### src/rtl/lsu_pkg.sv
// Shared constants and state encoding for the data-memory load/store unit.
package lsu_pkg;

   localparam logic [1:0] SIZE_B = 2'b00;
   localparam logic [1:0] SIZE_H = 2'b01;
   localparam logic [1:0] SIZE_W = 2'b10;

   localparam int unsigned MEM_BYTES_DEF = 512;

   typedef enum logic [2:0] {
      IDLE   = 3'd0,
      LD     = 3'd1,
      ST     = 3'd2,
      RMW_RD = 3'd3,
      RMW_WR = 3'd4,
      RESP   = 3'd5
   } lsu_state_t;

endpackage

### src/rtl/lsu_lane.sv
// Byte/half lane extraction with sign or zero extension for loads, and lane merge for
// sub-word stores into a full memory word.
module lsu_lane
   import lsu_pkg::*;
(
   input  logic [31:0] rdata,
   input  logic [31:0] wdata,
   input  logic [1:0]  lane,
   input  logic [1:0]  size,
   input  logic        is_unsigned,
   output logic [31:0] load_val,
   output logic [31:0] merged
);

   logic [7:0]  byte_sel;
   logic [15:0] half_sel;

   assign byte_sel = rdata[{lane, 3'b000} +: 8];
   assign half_sel = lane[1] ? rdata[31:16] : rdata[15:0];

   always_comb begin
      load_val = '0;
      merged   = rdata;
      case (size)
         SIZE_B: begin
            load_val = is_unsigned ? {24'b0, byte_sel} : {{24{byte_sel[7]}}, byte_sel};
            merged[{lane, 3'b000} +: 8] = wdata[7:0];
         end
         SIZE_H: begin
            load_val = is_unsigned ? {16'b0, half_sel} : {{16{half_sel[15]}}, half_sel};
            if (lane[1]) merged[31:16] = wdata[15:0];
            else         merged[15:0]  = wdata[15:0];
         end
         SIZE_W: begin
            load_val = rdata;
            merged   = wdata;
         end
         default: begin
            load_val = '0;
            merged   = rdata;
         end
      endcase
   end

endmodule

### src/rtl/dmem_lsu.sv
// Load/store unit driving a word-wide data memory; sub-word stores are done as
// read-modify-write since the memory only writes whole words.
module dmem_lsu
   import lsu_pkg::*;
#(
   parameter int unsigned MEM_BYTES = MEM_BYTES_DEF,
   parameter int unsigned ADDR_W    = 32
) (
   input  logic              clk,
   input  logic              rst,
   input  logic              req_valid,
   output logic              req_ready,
   input  logic              req_we,
   input  logic [1:0]        req_size,
   input  logic              req_unsigned,
   input  logic [ADDR_W-1:0] req_addr,
   input  logic [31:0]       req_wdata,
   output logic              resp_valid,
   output logic              resp_err,
   output logic [31:0]       resp_rdata,
   output logic              mem_read,
   output logic              mem_write,
   output logic [ADDR_W-1:0] mem_addr,
   output logic [31:0]       mem_wdata,
   input  logic [31:0]       mem_rdata
);

   lsu_state_t        state_q, state_d;
   logic [1:0]        size_q;
   logic              uns_q;
   logic [1:0]        lane_q;
   logic [31:0]       wdata_q;
   logic              err_q;
   logic [31:0]       rdata_q;
   logic [ADDR_W-1:0] mem_addr_q;
   logic [31:0]       mem_wdata_q;

   logic              accept;
   logic              req_err;
   logic [ADDR_W-1:0] word_addr;
   logic [31:0]       load_val;
   logic [31:0]       merged;

   assign accept    = (state_q == IDLE) && req_valid;
   assign word_addr = {req_addr[ADDR_W-1:2], 2'b00};

   always_comb begin
      req_err = 1'b0;
      case (req_size)
         SIZE_B:  req_err = 1'b0;
         SIZE_H:  req_err = req_addr[0];
         SIZE_W:  req_err = |req_addr[1:0];
         default: req_err = 1'b1;
      endcase
      if (word_addr > ADDR_W'(MEM_BYTES - 4)) req_err = 1'b1;
   end

   lsu_lane u_lane (
      .rdata       (mem_rdata),
      .wdata       (wdata_q),
      .lane        (lane_q),
      .size        (size_q),
      .is_unsigned (uns_q),
      .load_val    (load_val),
      .merged      (merged)
   );

   always_comb begin
      state_d = state_q;
      unique case (state_q)
         IDLE: begin
            if (req_valid) begin
               if (req_err)              state_d = RESP;
               else if (!req_we)         state_d = LD;
               else if (req_size == SIZE_W) state_d = ST;
               else                      state_d = RMW_RD;
            end
         end
         LD:      state_d = RESP;
         ST:      state_d = RESP;
         RMW_RD:  state_d = RMW_WR;
         RMW_WR:  state_d = RESP;
         RESP:    state_d = IDLE;
         default: state_d = IDLE;
      endcase
   end

   always_ff @(posedge clk) begin
      if (rst) begin
         state_q     <= IDLE;
         size_q      <= '0;
         uns_q       <= 1'b0;
         lane_q      <= '0;
         wdata_q     <= '0;
         err_q       <= 1'b0;
         rdata_q     <= '0;
         mem_addr_q  <= '0;
         mem_wdata_q <= '0;
      end else begin
         state_q <= state_d;
         if (accept) begin
            size_q  <= req_size;
            uns_q   <= req_unsigned;
            lane_q  <= req_addr[1:0];
            wdata_q <= req_wdata;
            err_q   <= req_err;
            rdata_q <= '0;
            // Memory-side outputs only move for requests that will touch memory.
            if (!req_err) mem_addr_q <= word_addr;
            if (!req_err && req_we && (req_size == SIZE_W)) mem_wdata_q <= req_wdata;
         end
         if (state_q == LD)     rdata_q     <= load_val;
         if (state_q == RMW_RD) mem_wdata_q <= merged;
      end
   end

   // Reset gates the strobes combinationally so nothing commits on the reset edge.
   assign req_ready  = !rst && (state_q == IDLE);
   assign mem_read   = !rst && ((state_q == LD) || (state_q == RMW_RD));
   assign mem_write  = !rst && ((state_q == ST) || (state_q == RMW_WR));
   assign resp_valid = !rst && (state_q == RESP);
   assign resp_err   = !rst && (state_q == RESP) && err_q;
   assign resp_rdata = rdata_q;
   assign mem_addr   = mem_addr_q;
   assign mem_wdata  = mem_wdata_q;

endmodule
### config.mk
export PLATFORM = sky130hd
export DESIGN_NAME = dmem_lsu
export DESIGN_NICKNAME = d
export VERILOG_FILES = /design/src/rtl/lsu_pkg.sv /design/src/rtl/lsu_lane.sv /design/src/rtl/dmem_lsu.sv
export SDC_FILE = /design/constraint.sdc
export NUM_CORES = 1
export LEC_CHECK = 0
export BUFFER_PORTS_ARGS = -buffer_cell sky130_fd_sc_hd__buf_2
export CORE_MARGIN = 8
export CORE_UTILIZATION = 45
export CTS_BUF_LIST = sky130_fd_sc_hd__clkbuf_16
export DETAILED_ROUTE_END_ITERATION = 7
export GPL_TIMING_DRIVEN = 0
export PLACE_DENSITY = 0.74
export SLEW_MARGIN = 40
export SYNTH_ARGS = -nofsm -noshare
export SYNTH_HDL_FRONTEND = slang
export SYNTH_SLANG_ARGS = --single-unit
### constraint.sdc
create_clock -name clk -period 2.2 [get_ports clk]
set_input_delay 0.11 -clock clk [delete_from_list [all_inputs] [get_ports clk]]
set_output_delay 0.11 -clock clk [all_outputs]
set_load 0.005 [all_outputs]
Word-level counts from Yosys, hierarchy flattened --
Cells that the tools add are included.
Cells by class: add/subtract/negate cells 1, order comparisons 1, eq/ne operators 10, shifts and indexed selects 3, muxes and demuxes 20, bitwise operators 1, reductions and logical operators 22
Operator list (number):
- 32-bit 2-to-1 mux | 7
- 32-bit one-hot mux with 3 select lines | 2
- 16-bit 2-to-1 mux | 3
- 32-bit bitwise mux | 1
- 32-bit by 9-bit > comparator with 1-bit output, second input constant | 1
- 8-bit by 7-bit variable shift with 32-bit output, first input constant | 1
- 32-bit by 6-bit indexed part select with 8-bit output | 1
- 8-bit by 7-bit indexed part select with 32-bit output | 1
- 3-bit one-hot mux with 3 select lines | 1
- 1-bit logical AND | 8
- 5-bit negator with 7-bit output | 1
- 3-bit by 2-bit == test with 1-bit output, second input constant | 2
- 3-bit == test, second input constant | 2
- 3-bit 2-to-1 mux | 2
- 2-bit nonzero test | 3
- 2-bit by 1-bit == test with 1-bit output, second input constant | 2
- 2-bit == test, second input constant | 2
- 2-bit logical NOT | 2
- 2-bit AND reduction | 2
- 3-bit by 1-bit == test with 1-bit output, second input constant | 1
- 3-bit logical NOT | 1
- 1-bit one-hot mux with 3 select lines | 1
- 3-bit OR reduction | 1
- 1-bit logical NOT | 2
- other kinds (6) | 8
Word-level totals: register bits 135, logic and storage cells 67

Longest topological paths before layout --
depth in word-level cells 9, gate-level depth with buffers 9

Hierarchy --
A second synthesis with hierarchy kept.
Second synthesis, totals: cell total of the unflattened synthesis 935, area, all modules 7400.8 um2
Modules (own cells, without submodules):
- dmem_lsu | times used 1, cells each 695, area each 5711.7 um2, sequential area each 2702.6 um2
- lsu_lane | times used 1, cells each 240, area each 1689.1 um2, sequential area each 0.0 um2

Worst setup path after synthesis --
Ideal clock, no wire load.
kind register to register, from reg lane_q[0], to reg mem_wdata_q[24], in the netlist mem_wdata[24], setup time 0.070 ns, arrival time 2.222 ns, data required time 2.130 ns, slack -0.093 ns, stages on the path, launching flop included 7, clock period less this slack 2.293 ns, cell sequence dfxtp_1 > clkinv_1 > ha_1 > nor3b_1 > a31oi_1 > a221o_1 > a21oi_1
On the way: cells in the longest elaborated chain, start to end 5, elaborated cells between the ends (all ways) 6, those cells by class add/sub: 1; shift: 2; mux: 3
Ends and longest elaborated chain:
- start, declared | line dmem_lsu.sv:31 | logic [1:0] lane_q;
- start signal, assigned | line dmem_lsu.sv:104 | lane_q <= req_addr[1:0];
- 5-bit negator with 7-bit output (*) | line lsu_lane.sv:27 | merged[{lane, 3'b000} +: 8] = wdata[7:0];
- 8-bit by 7-bit indexed part select with 32-bit output / 8-bit by 7-bit variable shift with 32-bit output (equally long branches) | line lsu_lane.sv:27
- 32-bit bitwise mux (*) | line lsu_lane.sv:27
- 32-bit one-hot mux with 3 select lines (*) | line lsu_lane.sv:24 | case (size)
- 32-bit 2-to-1 mux (*) | line dmem_lsu.sv:113 | if (state_q == RMW_RD) mem_wdata_q <= merged;
- end signal, assigned | line dmem_lsu.sv:110 | if (!req_err && req_we && (req_size == SIZE_W)) mem_wdata_q <= req_wdata;
- end signal, assigned | line dmem_lsu.sv:113
- end, declared | line dmem_lsu.sv:36 | logic [31:0] mem_wdata_q;
Mark *: on every way between the ends. The rest lies on a longest branch, timed or not. A chain may end at the register's enable or synchronous reset.

Final worst setup path --
from reg lane_q[1], to reg mem_wdata_q[17], in the netlist mem_wdata[17]
On the way: cells in the longest elaborated chain, start to end 5, elaborated cells between the ends (all ways) 7, those cells by class add/sub: 1; shift: 2; mux: 4
Ends and longest elaborated chain (line):
- 5-bit negator with 7-bit output | lsu_lane.sv:27
- 8-bit by 7-bit indexed part select with 32-bit output / 8-bit by 7-bit variable shift with 32-bit output (equally long branches) | lsu_lane.sv:27
- 32-bit bitwise mux | lsu_lane.sv:27
- 32-bit one-hot mux with 3 select lines (*) | lsu_lane.sv:24
- 32-bit 2-to-1 mux (*) | dmem_lsu.sv:113
Marks and branches as above.

==> metrics <==
WHS=between 0.03 and 0.04 ns; via count=about 8k; synthesized flop and latch total=about 140; period utilization=99.66%; P_sw=between 2 and 2.5 mW; Switching Share=between 20% and 30%; vias in the first global route=approximately 7.6k; CP max FO=8; DP Worst Slack=-0.7495 ns; Synth area leaders=dfxtp_1, nand2_1, a21oi_1; setup violators final=0; clock share of power=about two fifths; crit path cell chain=buf_8 -> clkinvlp_4 -> ha_4 -> nor4bb_4 -> buf_6 -> buf_4 -> a31oi_1 -> a311oi_2 -> o21ai_1 -> o41ai_1; max-slew violation count=0; fmax=~460 MHz; CTS Sinks=roughly 140; Cell variety after synth=67; worst hold path class=in2reg; Peak VDD IR=0.4948 mV; first-pass GRT wire length=about 40,000 µm; TritonRoute pass-1 iters=6; Die Span X=about 140 µm; Post-Syn Area per Cell=roughly 8.1 µm²; Synth top area share=roughly two fifths; fin nets=about 1.3k; Initial Util=a little under half; Core Util, Final=between 60 and 70%; full die area=19,990 µm²; number of DRC markers in iteration 0=just under 900; CP max stage cell=dfxtp_4; insertion delay to the later sink of the worst-skew pair=0.43 ns; area leader, netlist=dfxtp_1; Vias per Instance=5.838; Logic pwr share=a little over a fifth; Most used DFF post-synth=dfxtp_1; WS Path Type=reg2reg; FFs w/ async S/R, synth=0%; Post-synth EDFFs=0; io pins=between 200 and 250; Die Ht=about 140 µm; hpwl dp=19,990 µm; Core Box Area=~16,000 µm²; max-cap violations=0; initial antenna violation count=2; setup TNS=0 ns; Port Buffer Count=200; unrepaired setup endpoints after global routing=yes; largest net degree at the start of global routing=17; worst setup margin=~0.0074 ns; Mapped Area=roughly 7100 µm²; CTS H-tree depth=4; startpoint type of the worst setup path=register; CTS buffer count=17; Fin Clk Skew=~0.0070 ns; Row Count=46; DRC=0; Critical Path End Type=register; status=finished, final reports clean; Root Buffer Master=clkbuf_16; PD cells=about 730 nW/µm²; Leak=around 4 nW; Reg power frac=a little under two fifths; GRT Total Usage=between 20% and 30%; Crit path required time=about 2.5 ns; worst path arrival time=roughly 2.5 ns; WL final=around 27,000 µm; Rel. slew slack=52.44%; Synth warnings=0; Post-DRT Antenna Nets=0; commonest cells in the netlist=dfxtp_1, nand2_1, a21oi_1, o21ai_0, clkbuf_1; min cycle time layout=2.193 ns; clk buf depth=2; Fin. Hold Viols=0; layout cell share with drive strength beyond 1=between 20 and 30%; drt wl/cell=between 15 and 20 µm; Layout area overhead=36.36%; CTS tree=built; Crit path largest cell delay=slightly below 0.4 ns; register area share after synthesis=roughly two fifths; grt ovf=0; top-count cell post-synth=dfxtp_1; Post-Synthesis Cells=870; internal power=4.929 mW; Placer Congestion=0.9506; Worst Tran Pin Value=between 0.7 and 0.8 ns; clock-pin slew on the worst setup and hold paths=roughly 0.06 ns
-- worst max-delay path: cells and delay by family, from the launching register on --
kind	cells	cell delay (ns)
compound gates	4	0.60
fa+ha+maj	1	0.34
buf+inv	4	0.55
flops	1	0.39
simple gates	1	0.21
-- metal layers --
| layer | part of all wire [%] | global-route usage (%) | routed length, µm | up-vias |
|---|---|---|---|---|
| met3 | 11 | 7.897 | 2927 | 116 |
| met1 | 39 | 30.98 | 10540 | 3672 |
| met2 | 46 | 42.13 | 12530 | 520 |
| li1 | - | - | - | 3700 |
| met4 | 4.6 | 13.51 | 1243 | 2 |
| met5 | 0.037 | 0 | 10 | - |
-- logic make-up (layout without fill, tap and decap cells) --
| kind of cell | count (synthesis) | after routing | synth area share [%] |
|---|---|---|---|
| and+or+nand+nor | 300 | 300 | 21.95 |
| buffers and inverters | 98 | 382 | 5.747 |
| adders and majority gates | 6 | 6 | 1.026 |
| muxes | 43 | 43 | 6.507 |
| xor gates and xnor gates | 1 | 1 | 0.1238 |
| AOI/OAI and AO/OA | 286 | 286 | 26.40 |
| DFF | 135 | 135 | 38.20 |
| other | 1 | 3 | 0.05300 |
-- power groups by stage --
stage	combinational, mW	clock, mW	sequential [mW]
floorplan	0.808	0	2.70
detailed placement	1.31	0	2.71
global placement	1.29	0	2.71
finish	1.48	2.86	2.67
global route	1.59	3.00	2.68
CTS	1.40	2.90	2.66
-- state kept, by name, summed over array words and instances (netlist names) --
register,cells
state_q,3
resp_rdata,32
mem_addr,30
uns_q,1
lane_q,2
size_q,2
mem_wdata,32
wdata_q,32
err_q,1
-- cell usage in the layout, fill, tap and decap left out, drive strengths merged, types with 4 or more instances in the layout --
| master | Yosys | layout |
|---|---|---|
| buf | 38 | 244 |
| nand2 | 135 | 135 |
| dfxtp | 135 | 135 |
| a21oi | 91 | 91 |
| o21ai | 75 | 75 |
| clkbuf | 47 | 65 |
| dlygate4sd3 | 0 | 46 |
| nor2 | 35 | 35 |
| nand3 | 29 | 29 |
| mux2i | 28 | 28 |
| and2 | 27 | 27 |
| a31oi | 25 | 25 |
| a221oi | 19 | 19 |
| nand3b | 16 | 16 |
| mux2 | 14 | 14 |
| nor2b | 12 | 12 |
| inv | 12 | 12 |
| nor3 | 9 | 9 |
| o21a | 8 | 8 |
| o41ai | 8 | 8 |
| a41o | 8 | 8 |
| a31o | 8 | 8 |
| clkinv | 1 | 8 |
| nor4 | 8 | 8 |
| and3 | 7 | 7 |
| o2bb2ai | 7 | 7 |
| a22o | 7 | 7 |
| a311oi | 7 | 7 |
| a311o | 5 | 5 |
| and3b | 5 | 5 |
| ha | 5 | 5 |
| nor3b | 5 | 5 |
| clkinvlp | 0 | 4 |
| nand2b | 4 | 4 |
| o211ai | 4 | 4 |
-- timing repair --
item                                   in CTS  in global routing
pin swaps                                   6                 10
resized for setup                          24                 45
gates cloned                                0                  0
hold buffers                               46                  0
buffers inserted                            2                  7
endpoints found under the hold margin      49                  0
setup endpoints to repair                  32                 61
-- path summary, 6_finish.rpt --
path,start,end,slack [ns],cells past startpoint
setup / recovery,lane_q[1],mem_wdata[17],0.007,10
hold / removal,mem_rdata[28],resp_rdata[28],0.03,3
setup reg to reg,lane_q[1],mem_wdata[17],0.007,10
hold reg to reg,resp_rdata[20],resp_rdata[20],0.44,2
-- layout make-up --
class | instances | area [µm²]
fillers | 1375 | 5949
multi-input cells | 638 | 4105
flip-flops and latches | 135 | 2710
repair buffers | 255 | 1529
clock buffers | 17 | 425.4
plain buffers | 83 | 389.1
well taps | 216 | 270.3
clock inverters | 14 | 158.9
inverters | 13 | 57.56
diodes | 1 | 2.502
-- metrics by stage --
step / power [mW] / cells / instance area (µm²)
after floorplan: 3.512 / 871 / 7084
after global placement: 4.003 / 1287 / 8356
after detailed placement: 4.021 / 1287 / 8367
after CTS: 6.962 / 1365 / 9505
after global routing: 7.275 / 1372 / 9648
final: 7.015 / 1372 / 9648
Note: power is estimated with default switching activity, not from simulation.
